File: src/rtl/page_pkg.sv
// -----------------------------------------------------------------------------
// page_pkg
// Shared definitions for the page replay stub: default packet width, the
// position of the packet valid bit, the replay state enum and a packet type.
// -----------------------------------------------------------------------------
package page_pkg;

   // Default packet width; the MSB of a packet is its valid flag.
   localparam int PAGE_DATA_W = 49;
   localparam int VALID_BIT   = PAGE_DATA_W - 1;

   // Controller states: capturing in IDLE, draining the ring in REPLAY.
   typedef enum logic [0:0] {
      IDLE   = 1'b0,
      REPLAY = 1'b1
   } page_state_t;

   // A packet at the default width.
   typedef logic [PAGE_DATA_W-1:0] page_packet_t;

endpackage : page_pkg

File: src/rtl/page_ring_mem.sv
// -----------------------------------------------------------------------------
// page_ring_mem
// DEPTH x DATA_W register array backing the replay ring. One synchronous
// write port and one combinational read port. The array is deliberately not
// reset: a flush only rewinds the pointers, and stale entries are never read
// because the controller only addresses slots that hold live packets.
//
// Ports:
//   clk      in   clock
//   i_we     in   write enable
//   i_waddr  in   write slot index (0..DEPTH-1)
//   i_wdata  in   packet to store
//   i_raddr  in   read slot index (0..DEPTH-1)
//   o_rdata  out  packet stored at i_raddr (combinational)
// -----------------------------------------------------------------------------
module page_ring_mem
   import page_pkg::*;
#(
   parameter int DATA_W = PAGE_DATA_W,
   parameter int DEPTH  = 8,
   parameter int AW     = $clog2(DEPTH)
) (
   input  logic              clk,
   input  logic              i_we,
   input  logic [AW-1:0]     i_waddr,
   input  logic [DATA_W-1:0] i_wdata,
   input  logic [AW-1:0]     i_raddr,
   output logic [DATA_W-1:0] o_rdata
);

   logic [DATA_W-1:0] r_mem [DEPTH];

   // Store one packet per cycle at the write slot.
   always_ff @(posedge clk) begin
      if (i_we) begin
         r_mem[i_waddr] <= i_wdata;
      end
   end

   assign o_rdata = r_mem[i_raddr];

endmodule : page_ring_mem

File: src/rtl/page_replay_buffer.sv
// -----------------------------------------------------------------------------
// page_replay_buffer
// Leaf-side page stub. Records the most recent valid BFT packets in a ring of
// DEPTH entries and, on a resend request, replays them oldest first with
// out_ready backpressure. Replays are non-destructive; a flush rewinds the
// ring. Valid packets that cannot be captured are counted in a saturating
// drop counter.
//
// Ports:
//   clk                      in   clock
//   reset                    in   synchronous active-high reset
//   din_leaf_bft2interface   in   packet from the BFT, valid when MSB = 1
//   resend                   in   replay request, sampled while idle
//   flush                    in   discard all stored packets
//   out_ready                in   leaf interface accepts dout this cycle
//   dout_leaf_interface2bft  out  replayed packet, zero when none presented
//   occupancy                out  number of stored packets
//   busy                     out  high while replaying
//   replay_done              out  one-cycle pulse when a replay finishes
//   drop_cnt                 out  saturating count of uncaptured valid packets
// -----------------------------------------------------------------------------
module page_replay_buffer
   import page_pkg::*;
#(
   parameter int DATA_W = PAGE_DATA_W,
   parameter int DEPTH  = 8,
   parameter int CNT_W  = 16
) (
   input  logic                         clk,
   input  logic                         reset,
   input  logic [DATA_W-1:0]            din_leaf_bft2interface,
   input  logic                         resend,
   input  logic                         flush,
   input  logic                         out_ready,
   output logic [DATA_W-1:0]            dout_leaf_interface2bft,
   output logic [$clog2(DEPTH+1)-1:0]   occupancy,
   output logic                         busy,
   output logic                         replay_done,
   output logic [CNT_W-1:0]             drop_cnt
);

   localparam int AW = $clog2(DEPTH);
   localparam int OW = $clog2(DEPTH+1);
   // Wide enough to hold wr_ptr + DEPTH - occupancy without overflow.
   localparam int SW = OW + 1;

   // ------------------------------------------------------------------
   // Helpers
   // ------------------------------------------------------------------

   // Advance a ring index, wrapping from DEPTH-1 back to 0.
   function automatic logic [AW-1:0] inc_ptr(input logic [AW-1:0] p);
      logic [AW-1:0] v;
      if (p == AW'(DEPTH - 1)) begin
         v = {AW{1'b0}};
      end else begin
         v = p + AW'(1);
      end
      return v;
   endfunction

   // Oldest live slot: (wr - occ) mod DEPTH, done without a modulo operator.
   function automatic logic [AW-1:0] start_idx(input logic [AW-1:0] wr,
                                               input logic [OW-1:0] occ);
      logic [SW-1:0] v;
      v = SW'(wr) + SW'(DEPTH) - SW'(occ);
      if (v >= SW'(DEPTH)) begin
         v = v - SW'(DEPTH);
      end else begin
         v = v;
      end
      return v[AW-1:0];
   endfunction

   // Increment the drop counter, holding at all-ones.
   function automatic logic [CNT_W-1:0] sat_inc(input logic [CNT_W-1:0] c);
      logic [CNT_W-1:0] v;
      if (c == {CNT_W{1'b1}}) begin
         v = c;
      end else begin
         v = c + CNT_W'(1);
      end
      return v;
   endfunction

   // ------------------------------------------------------------------
   // State
   // ------------------------------------------------------------------
   page_state_t       r_state;
   logic [AW-1:0]     r_wr_ptr;
   logic [AW-1:0]     r_rd_ptr;
   logic [OW-1:0]     r_occ;
   logic [OW-1:0]     r_rem;
   logic [DATA_W-1:0] r_dout;
   logic              r_busy;
   logic              r_done;
   logic [CNT_W-1:0]  r_drop;
   logic              r_flush_pend;

   page_state_t       w_state_next;
   logic [AW-1:0]     w_wr_next;
   logic [AW-1:0]     w_rd_next;
   logic [OW-1:0]     w_occ_next;
   logic [OW-1:0]     w_rem_next;
   logic [DATA_W-1:0] w_dout_next;
   logic              w_busy_next;
   logic              w_done_next;
   logic [CNT_W-1:0]  w_drop_next;
   logic              w_pend_next;

   logic              w_valid;
   logic              w_flush_eff;
   logic              w_cap_we;
   logic [AW-1:0]     w_cap_wr;
   logic [OW-1:0]     w_cap_occ;
   logic [AW-1:0]     w_start;
   logic [AW-1:0]     w_rd_inc;
   logic [AW-1:0]     w_raddr;
   logic [DATA_W-1:0] w_rdata;
   logic [DATA_W-1:0] w_first;

   assign w_valid     = din_leaf_bft2interface[DATA_W-1];
   // A flush requested during a replay is applied on the first idle cycle.
   assign w_flush_eff = flush | r_flush_pend;

   // Capture/flush effect on the write pointer and occupancy while idle.
   always_comb begin
      w_cap_we  = 1'b0;
      w_cap_wr  = r_wr_ptr;
      w_cap_occ = r_occ;
      if (r_state == IDLE) begin
         if (w_flush_eff) begin
            w_cap_wr  = {AW{1'b0}};
            w_cap_occ = {OW{1'b0}};
         end else if (w_valid) begin
            w_cap_we = 1'b1;
            w_cap_wr = inc_ptr(r_wr_ptr);
            if (r_occ == OW'(DEPTH)) begin
               w_cap_occ = r_occ;
            end else begin
               w_cap_occ = r_occ + OW'(1);
            end
         end else begin
            w_cap_we = 1'b0;
         end
      end else begin
         w_cap_we = 1'b0;
      end
   end

   // Replay starts from the oldest slot counted after this cycle's capture,
   // so a packet arriving together with resend is part of the replay.
   assign w_start  = start_idx(w_cap_wr, w_cap_occ);
   assign w_rd_inc = inc_ptr(r_rd_ptr);
   assign w_raddr  = (r_state == REPLAY) ? w_rd_inc : w_start;

   page_ring_mem #(
      .DATA_W (DATA_W),
      .DEPTH  (DEPTH),
      .AW     (AW)
   ) u_mem (
      .clk     (clk),
      .i_we    (w_cap_we),
      .i_waddr (r_wr_ptr),
      .i_wdata (din_leaf_bft2interface),
      .i_raddr (w_raddr),
      .o_rdata (w_rdata)
   );

   // If the ring was empty the first replayed packet is the one being
   // written this same cycle, which the array does not show yet.
   assign w_first = (w_cap_we && (w_start == r_wr_ptr)) ? din_leaf_bft2interface
                                                         : w_rdata;

   // Next-state and next-output logic for the capture/replay controller.
   always_comb begin
      w_state_next = r_state;
      w_wr_next    = r_wr_ptr;
      w_occ_next   = r_occ;
      w_rd_next    = r_rd_ptr;
      w_rem_next   = r_rem;
      w_dout_next  = r_dout;
      w_busy_next  = r_busy;
      w_done_next  = 1'b0;
      w_drop_next  = r_drop;
      w_pend_next  = r_flush_pend;
      case (r_state)
         IDLE: begin
            w_wr_next   = w_cap_wr;
            w_occ_next  = w_cap_occ;
            w_dout_next = {DATA_W{1'b0}};
            w_busy_next = 1'b0;
            w_pend_next = 1'b0;
            // Flush wins over a same-cycle packet, which is then lost.
            if (w_flush_eff && w_valid) begin
               w_drop_next = sat_inc(r_drop);
            end else begin
               w_drop_next = r_drop;
            end
            if (resend) begin
               if (w_cap_occ != {OW{1'b0}}) begin
                  w_state_next = REPLAY;
                  w_rd_next    = w_start;
                  w_rem_next   = w_cap_occ;
                  w_busy_next  = 1'b1;
                  w_dout_next  = w_first;
               end else begin
                  w_done_next = 1'b1;
               end
            end else begin
               w_state_next = IDLE;
            end
         end
         REPLAY: begin
            // Capture is frozen while replaying; incoming packets are lost.
            if (w_valid) begin
               w_drop_next = sat_inc(r_drop);
            end else begin
               w_drop_next = r_drop;
            end
            if (flush) begin
               w_pend_next = 1'b1;
            end else begin
               w_pend_next = r_flush_pend;
            end
            if (out_ready) begin
               w_rd_next  = w_rd_inc;
               w_rem_next = r_rem - OW'(1);
               if (r_rem == OW'(1)) begin
                  w_state_next = IDLE;
                  w_dout_next  = {DATA_W{1'b0}};
                  w_busy_next  = 1'b0;
                  w_done_next  = 1'b1;
               end else begin
                  w_dout_next = w_rdata;
               end
            end else begin
               w_dout_next = r_dout;
            end
         end
         default: begin
            w_state_next = IDLE;
            w_dout_next  = {DATA_W{1'b0}};
            w_busy_next  = 1'b0;
         end
      endcase
   end

   // Controller registers with synchronous reset; reset aborts any replay.
   always_ff @(posedge clk) begin
      if (reset) begin
         r_state      <= IDLE;
         r_wr_ptr     <= {AW{1'b0}};
         r_rd_ptr     <= {AW{1'b0}};
         r_occ        <= {OW{1'b0}};
         r_rem        <= {OW{1'b0}};
         r_dout       <= {DATA_W{1'b0}};
         r_busy       <= 1'b0;
         r_done       <= 1'b0;
         r_drop       <= {CNT_W{1'b0}};
         r_flush_pend <= 1'b0;
      end else begin
         r_state      <= w_state_next;
         r_wr_ptr     <= w_wr_next;
         r_rd_ptr     <= w_rd_next;
         r_occ        <= w_occ_next;
         r_rem        <= w_rem_next;
         r_dout       <= w_dout_next;
         r_busy       <= w_busy_next;
         r_done       <= w_done_next;
         r_drop       <= w_drop_next;
         r_flush_pend <= w_pend_next;
      end
   end

   assign dout_leaf_interface2bft = r_dout;
   assign occupancy               = r_occ;
   assign busy                    = r_busy;
   assign replay_done             = r_done;
   assign drop_cnt                = r_drop;

endmodule : page_replay_buffer

File: config.mk
export PLATFORM = sky130hd
export DESIGN_NAME = page_replay_buffer
export DESIGN_NICKNAME = d
export VERILOG_FILES = /design/src/rtl/page_pkg.sv /design/src/rtl/page_ring_mem.sv /design/src/rtl/page_replay_buffer.sv
export SDC_FILE = /design/constraint.sdc
export NUM_CORES = 1
export LEC_CHECK = 0
export BUFFER_PORTS_ARGS = -buffer_cell sky130_fd_sc_hd__buf_2
export CORE_MARGIN = 3
export CORE_UTILIZATION = 55
export CTS_CLUSTER_SIZE = 12
export DETAILED_ROUTE_END_ITERATION = 12
export MAX_ROUTING_LAYER = met4
export PLACE_DENSITY_LB_ADDON = 0.1
export SYNTH_ARGS = -nofsm -noshare
export SYNTH_HDL_FRONTEND = slang
export SYNTH_SLANG_ARGS = --single-unit
export TNS_END_PERCENT = 10
File: constraint.sdc
create_clock -name clk -period 6.9 [get_ports clk]
set_input_delay 1.035 -clock clk [delete_from_list [all_inputs] [get_ports clk]]
set_output_delay 1.035 -clock clk [all_outputs]
set_load 0.05 [all_outputs]
* Word-level counts from Yosys, hierarchy flattened *
Memories as Yosys holds them, arrays and structs flattened.
Cells that the tools add are included.
W data, S select, Z words.

storage, ports and cells
  register bits after elaboration = 83
  bits in writable memories = 392
  input port bits = 54
  output and inout port bits = 71
  word-level logic and storage cells = 90
  memories kept = 1

memories
  memory       depth  bits a word  read ports  clocked after Yosys merged registers in  wr ports  line                 source
  u_mem.r_mem  8      49           1           0                                        1         page_ring_mem.sv:31  logic [DATA_W-1:0] r_mem [DEPTH];

cells by class
  add/subtract/negate cells = 8
  $lt $le $gt $ge = 1
  equality and inequality tests = 13
  mux-type cells = 49
  bitwise operators = 2
  reductions and logical operators = 6

operators by type and width
  kind                     number
  $mux W49                 5
  $pmux W49 S2             1
  $mux W16                 3
  $pmux W16 S2             1
  $mux W3                  10
  $mux W4                  7
  $add A16 B1 Y16 const B  1
  $eq A16 B16 Y1 const B   1
  $mux W1                  16
  $ne A2 B2 Y1 const B     4
  $pmux W1 S2              4
  $pmux W4 S2              1
  $add A3 B1 Y3 const B    2
  $eq A3 B3 Y1 const B     2
  $ne A2 B1 Y1 const B     3
  $pmux W3 S2              1
  $add A3 B4 Y5 const B    1
  $ge A5 B4 Y1 const B     1
  $sub A5 B4 Y5            1
  $add A4 B1 Y4 const B    1
  $eq A4 B1 Y1 const B     1
  $eq A4 B4 Y1 const B     1
  $reduce_and A2 Y1        2
  $reduce_bool A4 Y1       1
  other kinds (7)          8

* Longest topological paths before layout *
Gate-level depths: netlist (run 1).

  depth in word-level cells = 15
  depth in mapped cells = 17
  depth with buffers taken out = 14

* Cells and area by module *
Synthesis (run 1) repeated with hierarchy kept, for this count alone.

unflattened totals
  cells, all modules = 1289
  area, all modules = 19940.4 µm²

by module, submodules not included
  module              instances  cells an instance  area each (µm²)  sequential area each (µm²)
  page_ring_mem       1          579                14761.7          11771.3
  page_replay_buffer  1          710                5178.7           1661.6

* Worst setup path after synthesis (run 1) *
Ideal clock, no wire load.

  path kind = input -> register
  start = input flush
  end = memory u_mem.r_mem[1][0] (netlist name) (enable)
  library setup time = 0.516 ns
  data arrival time = 5.010 ns
  data required time = 6.384 ns
  setup slack = 1.374 ns
  stages = 3
  buffers on the path = 0
  cell sequence = nor4b_2 -> nand2_1 -> nor3_1

on the way
  word-level cells in the longest chain between the ends = 5

ends and longest elaborated chain
  what                           line                       source
  from (decl)                    page_replay_buffer.sv:33   input logic flush,
  $or A1 B1 Y1                   page_replay_buffer.sv:124  assign w_flush_eff = flush | r_flush_pend;
  $mux W1                        page_replay_buffer.sv:132  if (w_flush_eff) begin
  $mux W1                        page_replay_buffer.sv:131  if (r_state == IDLE) begin
  $mux W1                        page_ring_mem.sv:35        if (i_we) begin
  $mux W1 (not written as such)  page_ring_mem.sv:36        r_mem[i_waddr] <= i_wdata;
  to (decl)                      page_ring_mem.sv:31

No other way between the ends.

* Worst setup path after layout (run 1) *
  start = register r_state
  end = register r_dout[37], in the netlist dout_leaf_interface2bft[37]

on the way
  word-level cells in the longest chain between the ends = 11
  elaborated cells on any way between the ends = 21
  classes of those cells = add/sub: 3; order compare: 1; eq/ne: 2; mux: 11; bitwise: 1; reduce/logical: 2; memory: 1

ends and longest elaborated chain
  what                                                          line                                                  source
  from (decl)                                                   page_replay_buffer.sv:89                              page_state_t r_state;
  from (signal assigned)                                        page_replay_buffer.sv:263                             r_state <= w_state_next;
  $mux W3                                                       page_replay_buffer.sv:131
  $add A3 B4 Y5                                                 page_replay_buffer.sv:66                              v = SW'(wr) + SW'(DEPTH) - SW'(occ);
  $sub A5 B4 Y5                                                 page_replay_buffer.sv:66
  $ge A5 B4 Y1 / $sub A3 B1 Y3 (equally long branches)          page_replay_buffer.sv:67, page_replay_buffer.sv:68
  $mux W3                                                       page_replay_buffer.sv:67                              if (v >= SW'(DEPTH)) begin
  $mux W3 / $eq A3 B3 Y1 (equally long branches)                page_replay_buffer.sv:155, page_replay_buffer.sv:172
  $mem_v2 Z8 W49 / $logic_and A1 B1 Y1 (equally long branches)  -
  $mux W49                                                      page_replay_buffer.sv:172                             assign w_first = (w_cap_we && (w_start == r_wr_ptr)) ? din_leaf_bft2interface
  $mux W49                                                      page_replay_buffer.sv:201                             if (w_cap_occ != {OW{1'b0}}) begin
  $mux W49                                                      page_replay_buffer.sv:200                             if (resend) begin
  $pmux W49 S2                                                  page_replay_buffer.sv:187                             case (r_state)
  to (signal assigned)                                          page_replay_buffer.sv:257                             r_dout <= {DATA_W{1'b0}};
  to (signal assigned)                                          page_replay_buffer.sv:268                             r_dout <= w_dout_next;
  to (decl)                                                     page_replay_buffer.sv:94                              logic [DATA_W-1:0] r_dout;

Several ways; a longest one is shown, not always the timed one. The select of a mux whose other input is x is not followed.
A chain may end at the register's enable or synchronous reset.

==> metrics.txt, run 1 <==
status=finished, final reports clean; share of synthesized flip-flops with an asynchronous set or reset=0%; clk slew on worst S/H paths=0.06 ns; Synth cell types=51; RSZ-0062 raised after global routing=false; die footprint=0.03690 mm²; synth cell count leaders=506 x nand2_1, 392 x edfxtp_1, 118 x o21ai_0, 112 x nand3_1, 83 x dfxtp_1; max_slew headroom=17.80%; GRT overflow=0; CP bufs+invs=3; ANT nets after route=0; fin nets=between 1,500 and 2,000; Max IR drop VDD=between 0.2 and 0.25 mV; Worst path top cell family by delay=multiplexers; via count=12,280; Synth Area in Adders=0.7619%; Die X=192.1 µm; Cells after DPL=2,092; Root Driver=clkbuf_16; Cell Area, Synth=0.01905 mm²; drt wl/cell=between 15 and 20 µm; Syn Area/Cell=11.97 µm²; YS warnings=0; worst min path class=flip-flop to flip-flop; H-tree Lvls=2; post-CTS sizing=0; max-slew violations=0; Area Growth Syn to Fin=13.65%; clock sink total=~480; Fin Setup TNS=0 ns; Final Setup Violations=0; first-pass GRT wire length=~66 mm; maximum fanout along the worst path=about 180; CTS Buf Count=49; Worst Setup Slack post-DPL=roughly 1.8 ns; final WL=approximately 42 mm; Fmax achieved=212.5 MHz; Synthesized Nets=1,657; Power Density=320.2 mW/mm²; Max Root-Sink Buffers=3; CTS tree=built; Data required, critical path=~7.4 ns; CTS Hold Bufs=0; DR DRC count=0; Tot Pwr=between 6 and 7 mW; Gate Count Post-Synth=1,592; register bit total from synthesis=475; post-synthesis simple-gate area fraction=15.05%; # port buffers=between 100 and 150; multiplexer share of the synthesized area=3.225%; CP cell instances=inv_1 > o31ai_1 > a22oi_1 > ha_1 > fa_1 > inv_1 > mux2_8 > buf_4 > nand2_1 > nand3_1 > o21ai_0 > mux2_2 > o21ai_0; # Max-Cap Violations=0; clock skew=0.01851 ns; register area share after synthesis=slightly above 70%; Worst setup SP type=flip-flop; largest net degree at the start of global routing=between 150 and 200; Final Hold Fails=0; All-Layer GR Usage=23.84%; Slew @ Worst Pin=1.230 ns; Layout Cells excl Fill=2,182; most frequent cell after synthesis=nand2_1; initial antenna violation count=2; Critical-path top delay cell=mux2_8; Pleak=8.005 nW; vias in the first global route=11,950; CP max stage delay=0.89 ns; dpl hpwl=21.90 mm; Post CTS Setup Buffer Count=0; Clk Latency, worst-skew pair=0.56 ns; critical path class=flip-flop to flip-flop; post-synthesis compound-gate area fraction=7.048%; CP endpoint kind=flip-flop; xor and xnor fraction of the mapped netlist area=1.077%; Pre-antenna DRT Iters=5; routed vias/inst=5.630; period utilisation layout=between 60% and 70%; biggest area consumer among synthesized cells=edfxtp_1; Rows=67; Arr. time, crit path=slightly above 5 ns; Top Ports=125; Starting Density=56.25%; die height=approximately 190 µm; layout cells sized above 1=about 16%; main combinational cell family by area after synthesis=simple AND/OR/NAND/NOR gates; Starting DRT DRC Count=829; routability cong.=0.8115; Most used DFF post-synth=edfxtp_1; area of the core=0.03387 mm²; Tmin final=4.707 ns; EDFF count, synth=392; synth top area cells=edfxtp_1 62%, nand2_1 10%, dfxtp_1 8.7%, o21ai_0 3.1%, mux2_2 3.0%; final setup margin=2.193 ns; share of the synthesized area in the top cell type=between 60% and 70%
[cell usage in the layout (no fill, tap or decap), types with 8 or more instances in the layout]
cell type | netlist | final
ha_1 | 10 | 10
mux2_2 | 50 | 49
nand3_1 | 112 | 112
dfxtp_1 | 83 | 83
nand2_1 | 506 | 506
a22oi_1 | 50 | 50
o21ai_0 | 118 | 118
inv_1 | 10 | 10
edfxtp_1 | 392 | 392
xor2_1 | 12 | 12
clkbuf_16 | 0 | 49
a21oi_1 | 8 | 8
buf_2 | 20 | 124
o21ai_1 | 36 | 35
nor2_1 | 40 | 33
clkbuf_1 | 60 | 23
buf_4 | 4 | 17
[worst reg2reg max path: stages, from the launching register on]
cell	delay, ns
dfxtp_1	0.74
inv_1	0.47
o31ai_1	0.28
a22oi_1	0.21
ha_1	0.26
fa_1	0.50
inv_1	0.15
mux2_8	0.89
buf_4	0.44
nand2_1	0.08
nand3_1	0.07
o21ai_0	0.09
mux2_2	0.30
o21ai_0	0.13
[area by class of cell]
cell class                      instances  area, µm²
Sequential cell                       475      13430
Fill cell                            2666      12220
Multi-Input combinational cell       1014       5298
Clock buffer                           77       1381
Timing Repair Buffer                  145      828.3
Tap cell                              448      560.5
Clock inverter                         11      106.4
Inverter                               10      37.54
Antenna cell                            2      5.005
[cell families (layout without fill, tap and decap cells)]
| kind of cell | after synthesis | in the layout |
|---|---|---|
| compound gates | 231 | 231 |
| xor+xnor | 21 | 21 |
| fa+ha+maj | 11 | 11 |
| buf+inv | 103 | 243 |
| flops | 475 | 475 |
| mux | 55 | 55 |
| other cells | 0 | 2 |
| simple gates | 696 | 696 |
[per-layer routing]
metal	GRT usage, %	vias up	routed length [µm]
li1	-	5864	-
met1	31.68	6010	18340
met2	38.39	344	20270
met3	4.435	66	2558
met4	6.192	0	780
met5	-	-	0
[report_power, final]
group / internal [mW] / switching [mW] / total [mW]
clock: 1.44 / 1.02 / 2.46
combinational: 0.413 / 0.838 / 1.25
sequential: 3.18 / 0.0428 / 3.22
[final timing paths]
path	from	slack, ns	endpoint	cells after the start
min	busy	0.45	busy	2
max	r_state	2.19	dout_leaf_interface2bft[37]	13
min reg2reg	busy	0.45	busy	2
max reg2reg	r_state	2.19	dout_leaf_interface2bft[37]	13
[state kept, by name (all words and copies together) (netlist names)]
register                 count
r_wr_ptr                     3
replay_done                  1
drop_cnt                    16
u_mem.r_mem                392
occupancy                    4
r_flush_pend                 1
r_rd_ptr                     3
busy                         1
r_state                      1
dout_leaf_interface2bft     49
r_rem                        4
[per-stage QoR]
stage          instance area [µm²]  utilization, %  hold slack, ns
5_1_grt                      21650           63.92          0.4890
3_3_place_gp                 20160           59.52          0.4404
4_1_cts                      21640           63.91          0.4584
3_5_place_dp                 20160           59.52          0.4494
2_1_floorplan                19050               -          0.4647
6_report                     21650           63.92          0.4525
No activity file was read; power rests on OpenSTA's default activity.
==> run 2: changes to the inputs <==
--- a/config.mk
+++ b/config.mk
@@ -5,6 +5,7 @@
 export SDC_FILE = /design/constraint.sdc
 export NUM_CORES = 1
 export LEC_CHECK = 0
+export ABC_AREA = 1
 export BUFFER_PORTS_ARGS = -buffer_cell sky130_fd_sc_hd__buf_2
 export CORE_MARGIN = 3
 export CORE_UTILIZATION = 55
==> constraint.sdc (replaced) <==
create_clock -name clk -period 4.7 [get_ports clk]
set_input_delay 0.705 -clock clk [delete_from_list [all_inputs] [get_ports clk]]
set_output_delay 0.705 -clock clk [all_outputs]
set_load 0.05 [all_outputs]
==> run 2 against run 1 <==
  * Clock power is 54% higher
  * Sequential share of layout area is 2.9 points lower
  * Synthesized area is 5.1% higher
  * Sequential power is 48% higher
  * Largest power group unchanged
==> metrics.txt, run 2 <==
Power Density=483.4 mW/mm² (was 320.2 mW/mm²); min-delay src=din_leaf_bft2interface[1] (was busy); period utilisation layout=78.71% (was 68.22%); Most used DFF post-synth=edfxtp_1 (unchanged); Worst Hold Slack=0.4187 ns (was 0.4525 ns); Starting DRT DRC Count=1,178 (was 829); Pleak=8.902 nW (was 8.005 nW); final WL=48.20 mm (was 41.95 mm); register bit total from synthesis=475 (unchanged); CTS Hold Bufs=0 (unchanged); largest net degree at the start of global routing=198 (was 176); max FFs per register=392 (unchanged); drt wl/cell=18.81 µm (was 19.23 µm); CTS tree=built (unchanged); synth top area cells=edfxtp_1 59%, nand2_1 13%, dfxtp_1 8.3%, nand3_1 5.4%, inv_1 2.5% (was edfxtp_1 62%, nand2_1 10%, dfxtp_1 8.7%, o21ai_0 3.1%, mux2_2 3.0%); Top Ports=125 (unchanged); die height=196.8 µm (was 192.1 µm); routability cong.=0.8015 (was 0.8115); # port buffers=124 (unchanged); Arr. time, crit path=4.18 ns (was 5.18 ns); clock sink total=475 (unchanged); critical path class=flip-flop to flip-flop (unchanged); # Max-Cap Violations=0 (unchanged); Rows=69 (was 67); H-tree Lvls=2 (unchanged); ANT nets after route=0 (unchanged); fin nets=2,119 (was 1,760); layout cells sized above 1=11.41% (was 15.82%); worst min path class=input port to flip-flop (was flip-flop to flip-flop); max_slew headroom=26.73% (was 17.80%); CTS Buf Count=49 (unchanged); vias in the first global route=13,460 (was 11,950); status=finished, final reports clean (unchanged); CP max stage delay=0.66 ns (was 0.89 ns); Tmin final=3.699 ns (was 4.707 ns); Clk Latency, worst-skew pair=0.57 ns (was 0.56 ns); clock skew=0.01534 ns (was 0.01851 ns); via count=14,200 (was 12,280); Final Hold Fails=0 (unchanged); R2R Path Start=occupancy[0] (was r_state); YS warnings=0 (unchanged); Root Driver=clkbuf_16 (unchanged); Gate Count Post-Synth=1,965 (was 1,592); Data required, critical path=5.18 ns (was 7.38 ns); Synthesized Nets=2,030 (was 1,657); Worst setup SP type=flip-flop (unchanged); Post CTS Setup Buffer Count=0 (unchanged); max-slew violations=0 (unchanged); Starting Density=56.01% (was 56.25%); GRT overflow=0 (unchanged); CP cell instances=inv_1 > ha_1 > nand3_1 > nand3_1 > nand3_1 > nand2_1 > ha_1 > fa_1 > xnor2_1 > nor4_4 > buf_4 > nand4_1 > nand2_1 > inv_1 > a21oi_1 (was inv_1 > o31ai_1 > a22oi_1 > ha_1 > fa_1 > inv_1 > mux2_8 > buf_4 > nand2_1 > nand3_1 > o21ai_0 > mux2_2 > o21ai_0); maximum fanout along the worst path=48 (was 175); EDFF count, synth=392 (unchanged); dpl hpwl=24.72 mm (was 21.90 mm); CP endpoint kind=flip-flop (unchanged); RSZ-0062 raised after global routing=false (unchanged); most frequent cells in the layout=690 x nand2_1, 392 x edfxtp_1, 217 x nand3_1 (was 506 x nand2_1, 392 x edfxtp_1, 124 x buf_2); routed vias/inst=5.543 (was 5.630); Fmax achieved=270.3 MHz (was 212.5 MHz); R2R Setup Slk=1.00 ns (was 2.19 ns); area of the core=0.03574 mm² (was 0.03387 mm²); Worst Setup Slack post-DPL=0.7659 ns (was 1.762 ns); Area Growth Syn to Fin=13.54% (was 13.65%); All-Layer GR Usage=25.37% (was 23.84%); most common cell after layout, fill and taps aside=nand2_1 (unchanged); cell with the most instances on the worst path=nand3_1; Max Root-Sink Buffers=3 (unchanged); most frequent cell after synthesis=nand2_1 (unchanged); Fin Setup TNS=0 ns (unchanged); initial antenna violation count=6 (was 2); Synth cell types=37 (was 51); largest reg by FF count=u_mem.r_mem (unchanged); Critical-path top delay cell=buf_4 (was mux2_8); DR DRC count=0 (unchanged); post-CTS sizing=0 (unchanged); biggest area consumer among synthesized cells=edfxtp_1 (unchanged); Final Setup Violations=0 (unchanged); Slew @ Worst Pin=1.099 ns (was 1.230 ns); Cell Area, Synth=0.02002 mm² (was 0.01905 mm²); share of synthesized flip-flops with an asynchronous set or reset=0% (unchanged); Max IR drop VDD=0.3705 mV (was 0.2125 mV); final setup margin=1.001 ns (was 2.193 ns); share of the synthesized area in the top cell type=58.80% (was 61.79%); register area share after synthesis=67.10% (was 70.52%); clk slew on worst S/H paths=0.06 ns (about the same); Pre-antenna DRT Iters=5 (unchanged); first-pass GRT wire length=74.81 mm (was 66.34 mm); Die X=196.8 µm (was 192.1 µm); Crit. Startpoint=occupancy[0] (was r_state); die footprint=0.03872 mm² (was 0.03690 mm²); Syn Area/Cell=10.19 µm² (was 11.97 µm²); synth cell count leaders=692 x nand2_1, 392 x edfxtp_1, 217 x nand3_1, 133 x inv_1, 87 x o21ai_0 (was 506 x nand2_1, 392 x edfxtp_1, 118 x o21ai_0, 112 x nand3_1, 83 x dfxtp_1)
==> run 2: critical path, delay by kind of cell (launching register included) <==
| kind | cells | cell delay, ns |
|---|---|---|
| simple gates | 7 | 1.03 |
| flops | 1 | 0.43 |
| fa+ha+maj | 3 | 0.96 |
| xor+xnor | 1 | 0.20 |
| compound gates | 1 | 0.16 |
| buf+inv | 3 | 0.80 |
==> run 2: stage by stage <==
| step | power (mW) | cells | utilization, % | area, µm² |
|---|---|---|---|---|
| floorplan | 6.610 | 1965 | - | 20020 |
| global placement | 7.235 | 2464 | 59.18 | 21150 |
| detailed placement | 7.279 | 2464 | 59.18 | 21150 |
| CTS | 11.05 | 2556 | 63.55 | 22710 |
| global route | 11.51 | 2562 | 63.59 | 22730 |
| finish | 10.99 | 2562 | 63.59 | 22730 |
==> run 2: worst paths after layout <==
check	cells after the start	end
setup / recovery	15	dout_leaf_interface2bft[13]
hold / removal	1	u_mem.r_mem[6][1]
setup reg to reg	15	dout_leaf_interface2bft[13]
hold reg to reg	1	busy
==> run 2: kinds of logic after synthesis <==
kind of cell | share of synthesized area (%)
and+or+nand+nor | 21.28
AOI/OAI and AO/OA | 5.325
xor gates and xnor gates | 0.3063
DFF | 67.10
buffers and inverters | 5.263
adders and majority gates | 0.7250
==> run 2: layer usage <==
metal	vias up	share of wire [%]	routed length, µm	global-route usage [%]
li1	6870	-	-	-
met4	0	2.0	971	6.230
met1	6768	43	20680	33.87
met2	481	48	23100	40.81
met5	-	0	0	-
met3	82	7.2	3450	4.872
==> run 2: area by class of cell <==
type	count	area, µm²
clock inverter	10	100.1
sequential	475	13430
multi-input combinational	1240	5633
fill	2914	13010
inverter	137	521.8
antenna	6	15.01
clock buffer	82	1463
tap	461	576.8
timing repair buffer	151	985.9
==> run 2: power by group <==
| part | internal [mW] | switching [mW] | leakage, nW |
|---|---|---|---|
| Sequential | 4.68 | 0.0720 | 4.21 |
| Combinational | 0.690 | 1.76 | 3.93 |
| Clock | 2.22 | 1.57 | 0.760 |
